[src/rtl/uart_pkg.sv]
// -----------------------------------------------------------------------------
// uart_pkg
// Shared definitions for the UART echo buffer: the default byte width and the
// drain-state encoding used by the transmit scheduler.
// -----------------------------------------------------------------------------
package uart_pkg;

    // Byte width shared by the receiver, the buffer and the transmitter.
    localparam int UART_DATA_WIDTH = 8;

    // Drain scheduler states.
    typedef enum logic [2:0] {
        ST_IDLE      = 3'd0,
        ST_LOAD      = 3'd1,
        ST_LAUNCH    = 3'd2,
        ST_WAIT_BUSY = 3'd3,
        ST_WAIT_DONE = 3'd4
    } drain_state_e;

endpackage

[src/rtl/uart_sync_fifo.sv]
// -----------------------------------------------------------------------------
// uart_sync_fifo
// Single-clock byte FIFO. A write is taken when the FIFO is not full, or when
// it is full but a read happens in the same cycle. Level is exact (no wrap).
//
// Ports:
//   clk        in   system clock
//   reset      in   synchronous active-high reset (pointers/level/flags)
//   wr_en_i    in   write request
//   wr_data_i  in   write data
//   rd_en_i    in   read request (ignored while empty)
//   rd_data_o  out  head entry (valid while not empty)
//   level_o    out  stored entries, 0..DEPTH
//   full_o     out  level == DEPTH
//   empty_o    out  level == 0
//   drop_o     out  write request rejected this cycle
// -----------------------------------------------------------------------------
module uart_sync_fifo
    import uart_pkg::*;
#(
    parameter int DATA_WIDTH = UART_DATA_WIDTH,
    parameter int DEPTH      = 16
) (
    input  logic                     clk,
    input  logic                     reset,
    input  logic                     wr_en_i,
    input  logic [DATA_WIDTH-1:0]    wr_data_i,
    input  logic                     rd_en_i,
    output logic [DATA_WIDTH-1:0]    rd_data_o,
    output logic [$clog2(DEPTH):0]   level_o,
    output logic                     full_o,
    output logic                     empty_o,
    output logic                     drop_o
);

    localparam int PTR_W = $clog2(DEPTH);
    localparam int LVL_W = PTR_W + 1;

    logic [DATA_WIDTH-1:0] mem_q [DEPTH];
    logic [PTR_W-1:0]      wr_ptr_q, wr_ptr_d;
    logic [PTR_W-1:0]      rd_ptr_q, rd_ptr_d;
    logic [LVL_W-1:0]      level_q, level_d;
    logic                  full_q, empty_q;
    logic                  wr_fire_s, rd_fire_s;

    // A read frees a slot in the same cycle, so a full FIFO still accepts a write.
    assign rd_fire_s = rd_en_i && !empty_q;
    assign wr_fire_s = wr_en_i && (!full_q || rd_fire_s);
    assign drop_o    = wr_en_i && full_q && !rd_fire_s;

    assign rd_data_o = mem_q[rd_ptr_q];
    assign level_o   = level_q;
    assign full_o    = full_q;
    assign empty_o   = empty_q;

    // Next-state for pointers and level; pointers wrap naturally (DEPTH is a power of two).
    always_comb begin
        wr_ptr_d = wr_ptr_q;
        rd_ptr_d = rd_ptr_q;
        level_d  = level_q;
        if (wr_fire_s) begin
            wr_ptr_d = wr_ptr_q + PTR_W'(1);
        end else begin
            wr_ptr_d = wr_ptr_q;
        end
        if (rd_fire_s) begin
            rd_ptr_d = rd_ptr_q + PTR_W'(1);
        end else begin
            rd_ptr_d = rd_ptr_q;
        end
        case ({wr_fire_s, rd_fire_s})
            2'b10:   level_d = level_q + LVL_W'(1);
            2'b01:   level_d = level_q - LVL_W'(1);
            default: level_d = level_q;
        endcase
    end

    // Control registers: pointers, level and the registered full/empty flags.
    always_ff @(posedge clk) begin
        if (reset) begin
            wr_ptr_q <= '0;
            rd_ptr_q <= '0;
            level_q  <= '0;
            full_q   <= 1'b0;
            empty_q  <= 1'b1;
        end else begin
            wr_ptr_q <= wr_ptr_d;
            rd_ptr_q <= rd_ptr_d;
            level_q  <= level_d;
            full_q   <= (level_d == LVL_W'(DEPTH));
            empty_q  <= (level_d == '0);
        end
    end

    // Storage array; contents need no reset because level gates every read.
    always_ff @(posedge clk) begin
        if (wr_fire_s) begin
            mem_q[wr_ptr_q] <= wr_data_i;
        end
    end

endmodule

[src/rtl/uart_echo_buffer.sv]
// -----------------------------------------------------------------------------
// uart_echo_buffer
// Queues every byte from the UART receiver and replays it to the transmitter,
// one byte per transmitter busy window. hold pauses new launches.
//
// Ports:
//   clk            in   system clock
//   reset          in   synchronous active-high reset
//   rx_byte        in   received byte (valid with rx_valid)
//   rx_valid       in   single-cycle receive strobe
//   hold           in   1 = do not start a new transmission
//   tx_busy        in   transmitter busy flag
//   tx_byte        out  byte presented to the transmitter (registered)
//   tx_data_valid  out  single-cycle launch strobe (registered)
//   level          out  number of stored bytes
//   full           out  level == DEPTH
//   empty          out  level == 0
//   overflow       out  pulse, cycle after a dropped byte
//   drop_count     out  dropped bytes, saturating at 255
// -----------------------------------------------------------------------------
module uart_echo_buffer
    import uart_pkg::*;
#(
    parameter int DATA_WIDTH   = UART_DATA_WIDTH,
    parameter int DEPTH        = 16,
    parameter int BUSY_TIMEOUT = 15
) (
    input  logic                     clk,
    input  logic                     reset,
    input  logic [DATA_WIDTH-1:0]    rx_byte,
    input  logic                     rx_valid,
    input  logic                     hold,
    input  logic                     tx_busy,
    output logic [DATA_WIDTH-1:0]    tx_byte,
    output logic                     tx_data_valid,
    output logic [$clog2(DEPTH):0]   level,
    output logic                     full,
    output logic                     empty,
    output logic                     overflow,
    output logic [7:0]               drop_count
);

    localparam int LVL_W = $clog2(DEPTH) + 1;
    localparam int TO_W  = $clog2(BUSY_TIMEOUT + 1);
    // Last count value spent in WAIT_BUSY; the wait lasts BUSY_TIMEOUT cycles.
    localparam logic [TO_W-1:0] TO_LAST = TO_W'(BUSY_TIMEOUT - 1);

    drain_state_e          state_q, state_d;
    logic [TO_W-1:0]       to_cnt_q, to_cnt_d;
    logic [DATA_WIDTH-1:0] tx_byte_q, tx_byte_d;
    logic                  tx_valid_q, tx_valid_d;
    logic                  overflow_q, overflow_d;
    logic [7:0]            drop_q, drop_d;

    logic [DATA_WIDTH-1:0] head_s;
    logic [LVL_W-1:0]      level_s;
    logic                  full_s, empty_s, drop_s, rd_en_s;

    uart_sync_fifo #(
        .DATA_WIDTH (DATA_WIDTH),
        .DEPTH      (DEPTH)
    ) u_fifo (
        .clk       (clk),
        .reset     (reset),
        .wr_en_i   (rx_valid),
        .wr_data_i (rx_byte),
        .rd_en_i   (rd_en_s),
        .rd_data_o (head_s),
        .level_o   (level_s),
        .full_o    (full_s),
        .empty_o   (empty_s),
        .drop_o    (drop_s)
    );

    assign tx_byte       = tx_byte_q;
    assign tx_data_valid = tx_valid_q;
    assign level         = level_s;
    assign full          = full_s;
    assign empty         = empty_s;
    assign overflow      = overflow_q;
    assign drop_count    = drop_q;

    // Drain scheduler next-state; the launch strobe is registered out of LOAD
    // so it is high exactly during LAUNCH.
    always_comb begin
        state_d    = state_q;
        to_cnt_d   = to_cnt_q;
        tx_byte_d  = tx_byte_q;
        tx_valid_d = 1'b0;
        rd_en_s    = 1'b0;
        case (state_q)
            ST_IDLE: begin
                if (!empty_s && !hold && !tx_busy) begin
                    state_d = ST_LOAD;
                end else begin
                    state_d = ST_IDLE;
                end
            end
            ST_LOAD: begin
                rd_en_s    = 1'b1;
                tx_byte_d  = head_s;
                tx_valid_d = 1'b1;
                state_d    = ST_LAUNCH;
            end
            ST_LAUNCH: begin
                to_cnt_d = '0;
                state_d  = ST_WAIT_BUSY;
            end
            ST_WAIT_BUSY: begin
                // An abandoned wait counts the byte as sent; it is not retried.
                if (tx_busy) begin
                    state_d = ST_WAIT_DONE;
                end else if (to_cnt_q == TO_LAST) begin
                    state_d = ST_IDLE;
                end else begin
                    to_cnt_d = to_cnt_q + TO_W'(1);
                end
            end
            ST_WAIT_DONE: begin
                if (!tx_busy) begin
                    state_d = ST_IDLE;
                end else begin
                    state_d = ST_WAIT_DONE;
                end
            end
            default: begin
                state_d = ST_IDLE;
            end
        endcase
    end

    // Overflow pulse and saturating drop counter next-state.
    always_comb begin
        overflow_d = drop_s;
        drop_d     = drop_q;
        if (drop_s && (drop_q != 8'hFF)) begin
            drop_d = drop_q + 8'd1;
        end else begin
            drop_d = drop_q;
        end
    end

    // State, timeout counter and output registers.
    always_ff @(posedge clk) begin
        if (reset) begin
            state_q    <= ST_IDLE;
            to_cnt_q   <= '0;
            tx_byte_q  <= '0;
            tx_valid_q <= 1'b0;
            overflow_q <= 1'b0;
            drop_q     <= 8'd0;
        end else begin
            state_q    <= state_d;
            to_cnt_q   <= to_cnt_d;
            tx_byte_q  <= tx_byte_d;
            tx_valid_q <= tx_valid_d;
            overflow_q <= overflow_d;
            drop_q     <= drop_d;
        end
    end

endmodule
[config.mk]
export PLATFORM = sky130hd
export DESIGN_NAME = uart_echo_buffer
export DESIGN_NICKNAME = d
export VERILOG_FILES = /design/src/rtl/uart_pkg.sv /design/src/rtl/uart_sync_fifo.sv /design/src/rtl/uart_echo_buffer.sv
export SDC_FILE = /design/constraint.sdc
export NUM_CORES = 1
export LEC_CHECK = 0
export ABC_AREA = 1
export CAP_MARGIN = 10
export CORE_ASPECT_RATIO = 0.6
export CORE_UTILIZATION = 47
export CTS_BUF_LIST = sky130_fd_sc_hd__clkbuf_4 sky130_fd_sc_hd__clkbuf_8 sky130_fd_sc_hd__clkbuf_16
export DETAILED_ROUTE_END_ITERATION = 16
export GPL_ROUTABILITY_DRIVEN = 0
export SLEW_MARGIN = 25
export SYNTH_ARGS = -nofsm -noshare
export SYNTH_HDL_FRONTEND = slang
export SYNTH_SLANG_ARGS = --single-unit
[constraint.sdc]
create_clock -name clk -period 2.5 [get_ports clk]
set_input_delay 0.625 -clock clk [delete_from_list [all_inputs] [get_ports clk]]
set_output_delay 0.625 -clock clk [all_outputs]
set_load 0.03 [all_outputs]
## Word-level counts from Yosys, hierarchy flattened

Memories as Yosys holds them, arrays and structs flattened. A register that Yosys moved wholly into a read port is not among the register bits.
Index checks and enable logic that the tools add are counted.

| storage, ports and cells | value |
|---|---|
| register bits | 32 |
| RAM bits | 128 |
| logic and storage cells | 58 |
| memories kept | 1 |

Memories:

| name | depth | width | read ports | clocked after memory_dff | wr ports | RTL line | RTL |
|---|---|---|---|---|---|---|---|
| u_fifo.mem_q | 16 | 8 | 1 | 1 | 1 | uart_sync_fifo.sv:39 | `logic [DATA_WIDTH-1:0] mem_q [DEPTH];` |

| cells by class | value |
|---|---|
| $add $sub $neg | 6 |
| equal/unequal tests | 12 |
| mux-type cells | 12 |
| reductions and logical operators | 17 |

Operators with widths:

| kind | count |
|---|---|
| 3-bit one-hot mux with 5 select lines | 1 |
| 4-bit by 1-bit adder with 4-bit output (second input constant) | 3 |
| 5-bit one-hot mux with 2 select lines | 1 |
| 3-bit 2-to-1 mux | 3 |
| 8-bit by 1-bit adder with 8-bit output (second input constant) | 1 |
| 4-bit 2-to-1 mux | 2 |
| 8-bit inequality test (second input constant) | 1 |
| 4-bit one-hot mux with 2 select lines | 1 |
| 1-bit logical AND | 7 |
| 3-bit by 2-bit equality test with 1-bit output (second input constant) | 2 |
| 5-bit by 1-bit adder with 5-bit output (second input constant) | 1 |
| 5-bit equality test (second input constant) | 1 |
| 1-bit zero test | 5 |
| 5-bit zero test | 1 |
| 5-bit by 1-bit subtractor with 5-bit output (second input constant) | 1 |
| 4-bit equality test (second input constant) | 1 |
| 1-bit 2-to-1 mux | 4 |
| 2-bit inequality test (second input constant) | 2 |
| 3-bit by 1-bit equality test with 1-bit output (second input constant) | 1 |
| 3-bit equality test (second input constant) | 1 |
| 3-bit zero test | 1 |
| 3-bit inequality test (second input constant) | 1 |
| 3-bit AND reduction | 1 |
| 2-bit by 1-bit equality test with 1-bit output (second input constant) | 1 |
| 3 further kinds | 3 |

## Depth between registers and ports, before layout

Gate-level depths: netlist of run 1.

| depth | value |
|---|---|
| depth in word-level cells | 8 |
| mapped depth | 18 |
| depth with buffers taken out | 18 |

## By module

A second synthesis of run 1 with hierarchy kept.

| unflattened totals | value |
|---|---|
| cells, all modules | 659 |
| area, all modules | 7329.5 um^2 |

Modules (own cells, without submodules):

| module | instances | cells each | area an instance (um^2) | seq. area each (um^2) |
|---|---|---|---|---|
| uart_sync_fifo | 1 | 489 | 6120.9 | 4224.1 |
| uart_echo_buffer | 1 | 170 | 1208.7 | 500.5 |

## Least setup slack after synthesis of run 1

Ideal clock, no wire load.

| path | value |
|---|---|
| path kind | reg-to-reg |
| start point | register u_fifo.empty_q, in the netlist u_fifo.empty_o |
| end point | register u_fifo.full_q, in the netlist u_fifo.full_o |
| library setup time | 64 ps |
| arrival | 2065 ps |
| required time | 2436 ps |
| setup slack | 371 ps |
| stages on the path, launching flop included | 18 |
| path buffers | 0 |
| clock period less this slack | 2129 ps |
| path through | dfxtp_1 > nor2_2 > nand3_2 > nand2_2 > nand2_4 > ha_1 > nand2_1 > inv_1 > nor2_1 > ha_1 > inv_1 > nand2_1 > nand2_1 > nand3_1 > o21ai_0 > nor2_1 > nand2_1 > nor2_1 |

| on the way | value |
|---|---|
| cells in the longest elaborated chain, start to end | 7 |
| elaborated cells on any way between the ends | 8 |

RTL lines:

| item | RTL line | RTL |
|---|---|---|
| from (decl) | uart_sync_fifo.sv:43 | `logic full_q, empty_q;` |
| from (signal assigned) | uart_sync_fifo.sv:91 | `empty_q <= (level_d == '0);` |
| 1-bit zero test * | uart_sync_fifo.sv:47 | `assign rd_fire_s = rd_en_i && !empty_q;` |
| 1-bit logical AND * | uart_sync_fifo.sv:47 |  |
| 1-bit logical OR | uart_sync_fifo.sv:48 | `assign wr_fire_s = wr_en_i && (!full_q \|\| rd_fire_s);` |
| 1-bit logical AND | uart_sync_fifo.sv:48 |  |
| 2-bit by 1-bit equality test with 1-bit output or 2-bit equality test (tied branches) | uart_sync_fifo.sv:71 | `case ({wr_fire_s, rd_fire_s})` |
| 5-bit one-hot mux with 2 select lines * | uart_sync_fifo.sv:71 |  |
| 5-bit equality test * | uart_sync_fifo.sv:90 | `full_q <= (level_d == LVL_W'(DEPTH));` |
| to (signal assigned) | uart_sync_fifo.sv:90 |  |
| to (decl) | uart_sync_fifo.sv:43 |  |

Mark *: on every way between the ends. The rest lies on a longest branch, timed or not.
A chain may end at the register's enable or synchronous reset.

## Worst setup path in the final report of run 1

| path | value |
|---|---|
| start point | register u_fifo.full_q, in the netlist u_fifo.full_o |
| end point | output full |

RTL lines:

| item | RTL line | RTL |
|---|---|---|
| to (decl) | uart_echo_buffer.sv:37 | `output logic full,` |

No word-level cell between the ends.

==> out/qor.yml, run 1 <==
synthesis:
  yosysSeqAreaShare_pct: 64.7
  syn_area_per_cell_um2: 10.8
  synth_ff_type: "edfxtp_1"
  yosys.area.top_type: "edfxtp_1"
  syn_nets: 688
  synthArstFlopShare_pct: 0
  synth_top_area_share_pct: 53.6
  synthTopCellsByArea: "edfxtp_1, dfxtp_1, nor2_1, nand3_1, o21ai_0"
  synth_edf_count: 128
  synth_cell_types: 37
  netlist_area_um2: 7170
  synthesis.instances: 664
  ys_ff_latch: 168
  ys.warnings.count: 0
clocking:
  htreeDepth: 4
  cts_buffers: 17
  root_buffer: "clkbuf_16"
  clock_latency_ps: 430
  cts_tree: "yes"
  cts.path.max_buffers: 2
  clkTransAtPathRegs_ps: 70
  cts-hold-fix-buffers: 0
  cts_sinks: 168
cells_and_area:
  layout_common_cells: "nor2_1, edfxtp_1, nand2_1"
  final-seq-area_um2: 4650
  antenna_cells: 0
  nets: 752
  layout_commonest_cell: "nor2_1"
  syn_to_final_growth_pct: 17.5
  finish.utilization_pct: 57.4
  drive_above_1_share_pct: 14.2
  design_area_um2: 8430
  nFillCells: 1228
  multi_input_area_um2: 2140
critical_path:
  cp_data_required_time_ps: 1880
  cp_slowest_cell: "clkdlybuf4s50_1"
  path_delay_family: "buffers and inverters"
  startpoint_type: "flop"
  path_buf_inv: 1
  crit_chain: "clkdlybuf4s50_1"
  crit_path_max_incr_delay_ps: 720
  crit_arrival_ps: 1590
  critPathMaxFanout: 4
  crit_type: "reg2out"
  end_kind: "output port"
timing:
  layout_setup_ws_ps: 287
  drv_slew: 0
  clock-skew-final_ps: 9.85
  rsz0062_at_grt: "false"
  timing.hold.ws_ps: 519
  max_freq_mhz: 452
  fin_crit_sh_pct: 88.5
  setup_viol: 0
  tightest_slew_ps: 713
  max-slew-margin-rel_pct: 52.5
  finalHoldViolCount: 0
  setup_tns_ps: 0
  period_minus_slack_ps: 2210
pwr:
  p_per_area_nw_per_um2: 722
  ir_drop_uv: 493
  p_leak_uw: 0.00301
placement:
  place_area_um2: 7840
  place_ws_ps: -83.4
  io_buffers: 37
  dp_hpwl_um: 10800
floorplanning:
  dieHeight_um: 97.7
  floorplan.initialDensity_pct: 48.9
  coreArea_um2: 14700
  dieArea_um2: 15800
  ios: 38
  rows: 34
  fp.dieW_um: 161
detailed_routing:
  drtIter0Drc: 461
  drtAntennaViolNets: 0
  drt_pass1_iterations: 5
  vias_per_cell: 5.36
  routed_wl_um: 16500
  route.detailed.drc: 0
  vias: 5036
  wl_per_cell_um: 17.5
outcome:
  outcome: "finished clean"
global_route:
  overflow: 0
  grt_start_max_net_pins: 67
  groute.usage.overall_pct: 22.5
  grt_pass1_vias: 4765
  grt_antenna_before_repair: 0
  grt_pass1_wl_um: 26500
hold_path:
  hold_class: "reg2reg"
run:
  drv_cap: 0
[kinds of logic after synthesis]
logic type / after synthesis / synth area share (%)
AO/OA/AOI/OAI: 128 / 10.3
XOR/XNOR: 4 / 0.488
multiplexers: 1 / 0.140
flip-flops: 168 / 64.7
buffers and inverters: 77 / 5.55
adder cells (fa/ha/maj): 11 / 1.92
AND/OR/NAND/NOR: 275 / 16.8
[synth_stat cells, drive strengths merged, types with 2 or more instances]
cell and instances:
dfxtp 40, clkbuf 4, o21a 8, xor2 2, nor3 7, inv 46, ha 11, o211ai 24
edfxtp 128, o21ai 79, nand3 55, nand4 5, a21oi 16, buf 26, nand2 58, xnor2 2
nor2 148
[through the flow]
stage	instances	total power (µW)
final	939	6080
after global routing	939	6310
after CTS	937	6130
after detailed placement	905	3650
after global placement	905	3630
after floorplan	664	3450
[state kept, by name (all words and copies together) (netlist names)]
register	flops
tx_data_valid	1
u_fifo.level_o	5
u_fifo.empty_o	1
u_fifo.rd_ptr_q	4
u_fifo.wr_ptr_q	4
u_fifo.full_o	1
state_q	3
tx_byte	8
to_cnt_q	4
overflow	1
u_fifo.mem_q	128
drop_count	8
[worst paths after layout]
kind	from	endpoint	slack, ps	cells after the start
hold / removal	drop_count[4]$_SDFFE_PP0P_	drop_count[4]$_SDFFE_PP0P_	520	2
setup reg to reg	state_q[2]$_SDFFE_PP0P_	u_fifo.full_o$_SDFF_PP0_	290	17
setup / recovery	u_fifo.full_o$_SDFF_PP0_	full	290	1
hold reg to reg	drop_count[4]$_SDFFE_PP0P_	drop_count[4]$_SDFFE_PP0P_	520	2
[repair_timing]
action                     4_1_cts  5_1_grt
buffers inserted                 0        2
hold endpoints to repair         0        0
setup endpoints to repair        0        3
resized for setup                0        1
[per-layer routing]
layer / up-vias / part of all wire [%] / global-route usage, %
met4: 0 / 1.2 / 6.02
met2: 155 / 43 / 32.2
met5: - / 0 / 0
met3: 21 / 6.3 / 4.57
li1: 2441 / - / -
met1: 2419 / 50 / 34.5
[power breakdown]
part | total, µW | internal [µW] | switching [µW]
clock network | 2500 | 1320 | 1180
registers | 3090 | 3060 | 34.9
logic | 493 | 176 | 318
[final cells by class]
| cell class | instances | share of cell area (%) |
|---|---|---|
| Inverter | 47 | 2.12 |
| Multi-Input combinational cell | 419 | 25.4 |
| Sequential cell | 168 | 55.1 |
| Clock inverter | 15 | 1.59 |
| Clock buffer | 17 | 5.05 |
| Timing Repair Buffer | 75 | 7.78 |
| Tap cell | 198 | 2.94 |
Note: power is estimated with default switching activity, not from simulation.
==> inputs of run 2 (changes only) <==
- CORE_UTILIZATION: 47 -> 35
==> out/qor.yml, run 2 (synthesis results as in run 1) <==
clocking:
  cts_tree: "yes"  # unchanged
  postCtsResizedCells: 0  # unchanged
  post_cts_buffers: 0  # unchanged
  cts-hold-fix-buffers: 0  # unchanged
  htreeDepth: 4  # unchanged
  root_buffer: "clkbuf_16"  # unchanged
  cts_sinks: 168  # unchanged
  clock_latency_ps: 430  # about the same
  clkTransAtPathRegs_ps: 70  # about the same
  cts.path.max_buffers: 2  # unchanged
  cts_buffers: 17  # unchanged
timing:
  max-slew-margin-rel_pct: 57.9  # was 52.5%
  setup_viol: 0  # unchanged
  drv_slew: 0  # unchanged
  finalHoldViolCount: 0  # unchanged
  rsz0062_at_grt: "false"  # unchanged
  fin_crit_sh_pct: 90.0  # was 88.5%
  period_minus_slack_ps: 2250  # was 2210 ps
  timing.hold.ws_ps: 513  # was 519 ps
  tightest_slew_ps: 629  # was 713 ps
  max_freq_mhz: 444  # was 452 MHz
  clock-skew-final_ps: 10.6  # was 9.85 ps
cells_and_area:
  layout_commonest_cell: "nor2_1"  # unchanged
  nets: 753  # was 752
  largest_reg_flops: 128  # unchanged
  drive_above_1_share_pct: 14.3  # was 14.2%
  top_register: "u_fifo.mem_q"  # unchanged
  nFillCells: 1897  # was 1228
  design_area_um2: 8580  # was 8430 µm²
  syn_to_final_growth_pct: 19.7  # was 17.5%
  layout_common_cells: "nor2_1, edfxtp_1, nand2_1"  # unchanged
hold_path:
  worstHoldEndpoint: "overflow$_SDFF_PP0_"  # was drop_count[4]$_SDFFE_PP0P_
  hold_class: "reg2reg"  # unchanged
  hold_path.startpoint: "u_fifo.full_o$_SDFF_PP0_"  # was drop_count[4]$_SDFFE_PP0P_
  hold_depth: 2  # unchanged
placement:
  dp_hpwl_um: 10900  # was 10800 µm
  place_area_um2: 7970  # was 7840 µm²
  io_buffers: 37  # unchanged
critical_path:
  reg2reg_slack_ps: 300  # was 290 ps
  crit_type: "reg2out"  # unchanged
  cp_data_required_time_ps: 1880  # about the same
  crit_chain: "clkdlybuf4s50_1"  # unchanged
  cp_slowest_cell: "clkdlybuf4s50_1"  # unchanged
  worst-path-stages: 1  # unchanged
  rr_endpoint: "u_fifo.full_o$_SDFF_PP0_"  # unchanged
  worstReg2RegStart: "state_q[2]$_SDFFE_PP0P_"  # unchanged
  path_delay_family: "buffers and inverters"  # unchanged
  path_buf_inv: 1  # unchanged
  critPathMaxFanout: 7  # was 4
  crit_path_max_incr_delay_ps: 730  # was 720 ps
  rr_worst_depth: 17  # unchanged
  crit_arrival_ps: 1630  # was 1590 ps
  end_kind: "output port"  # unchanged
  startpoint_type: "flop"  # unchanged
run:
  drv_cap: 0  # unchanged
pwr:
  seqPwrFrac_pct: 49.4  # was 50.9%
  p_per_area_nw_per_um2: 731  # was 722 nW/µm²
  pwr-share-clk_pct: 42.8  # was 41.0%
  p_leak_uw: 0.00305  # was 0.00301 µW
  p_switching_uw: 1450  # was 1530 µW
  ir_drop_uv: 543  # was 493 µV
  switching_share_pct: 23.1  # was 25.2%
  pwr-share-comb_pct: 7.8  # was 8.1%
  p_int_uw: 4820  # was 4550 µW
floorplanning:
  coreArea_um2: 20000  # was 14700 µm²
  dieArea_um2: 21100  # was 15800 µm²
  ios: 38  # unchanged
  rows: 40  # was 34
  fp.dieW_um: 187  # was 161 µm
  floorplan.initialDensity_pct: 35.8  # was 48.9%
  dieHeight_um: 113  # was 97.7 µm
detailed_routing:
  routed_wl_um: 16600  # was 16500 µm
  drt_pass1_iterations: 5  # unchanged
  drtIter0Drc: 395  # was 461
  route.detailed.drc: 0  # unchanged
  vias: 4901  # was 5036
  vias_per_cell: 4.83  # was 5.36
  wl_per_cell_um: 16.3  # was 17.5 µm
  drtAntennaViolNets: 0  # unchanged
global_route:
  grt_pass1_vias: 4490  # was 4765
  groute.usage.overall_pct: 16.4  # was 22.5%
  grt_pass1_wl_um: 26000  # was 26500 µm
  overflow: 0  # unchanged
  grt_antenna_before_repair: 1  # was 0
  grt_start_max_net_pins: 45  # was 67
outcome:
  outcome: "finished clean"  # unchanged
[run 2: cell count changes in the layout (fill, tap and decap cells not counted), sizes merged, moves of 2 or more]
| cell | before | now |
|---|---|---|
| clkbuf | 17 | 19 |
| clkinv | 4 | 8 |
| inv | 56 | 47 |
| bufinv | 0 | 3 |
[run 2: routing by layer]
layer  track usage (%)  share of wire (%)  vias up
met4              5.19                1.0        0
met5                 0                  0        -
li1                  -                  -     2442
met2              21.4                 39      123
met1              25.9                 53     2321
met3              4.28                6.9       15
[run 2: area by class of cell]
cell class	count	area, µm²	area share, %
multi-input cells	419	2150	25.0
repair buffers	76	676	7.87
clock inverters	12	153	1.78
well taps	273	342	3.98
inverters	47	179	2.08
flip-flops and latches	168	4650	54.1
diodes	1	2.50	0.0292
clock buffers	19	440	5.13
[run 2: worst max path at each step]
stage | to | startpoint | slack (ps)
after floorplan | u_fifo.full_o$_SDFF_PP0_ | u_fifo.empty_o$_SDFF_PP1_ | 370
after global placement | u_fifo.full_o$_SDFF_PP0_ | rx_valid | -120
after detailed placement | u_fifo.full_o$_SDFF_PP0_ | rx_valid | -100
after CTS | u_fifo.full_o$_SDFF_PP0_ | state_q[2]$_SDFFE_PP0P_ | 210
after global routing | u_fifo.full_o$_SDFF_PP0_ | state_q[2]$_SDFFE_PP0P_ | 50
final | drop_count[2] | drop_count[2]$_SDFFE_PP0P_ | 250
[run 2: power by group through the flow]
stage | registers [µW] | clock network [µW] | logic, µW
after CTS | 3100 | 2720 | 490
after detailed placement | 3160 | 0 | 487
after global routing | 3110 | 2850 | 547
after global placement | 3160 | 0 | 486
final | 3100 | 2680 | 491
after floorplan | 3190 | 0 | 261
[run 2: through the flow]
stage | TNS, ps | utilization (%) | worst slack (ps) | std cells | power (µW)
CTS | 0 | 42.8 | 211 | 1014 | 6310
detailed placement | -286 | 39.8 | -99.7 | 983 | 3650
global placement | -266 | 39.8 | -117 | 983 | 3640
global route | 0 | 42.9 | 45.2 | 1014 | 6500
floorplan | 0 | - | 371 | 664 | 3450
finish | 0 | 42.9 | 249 | 1015 | 6270
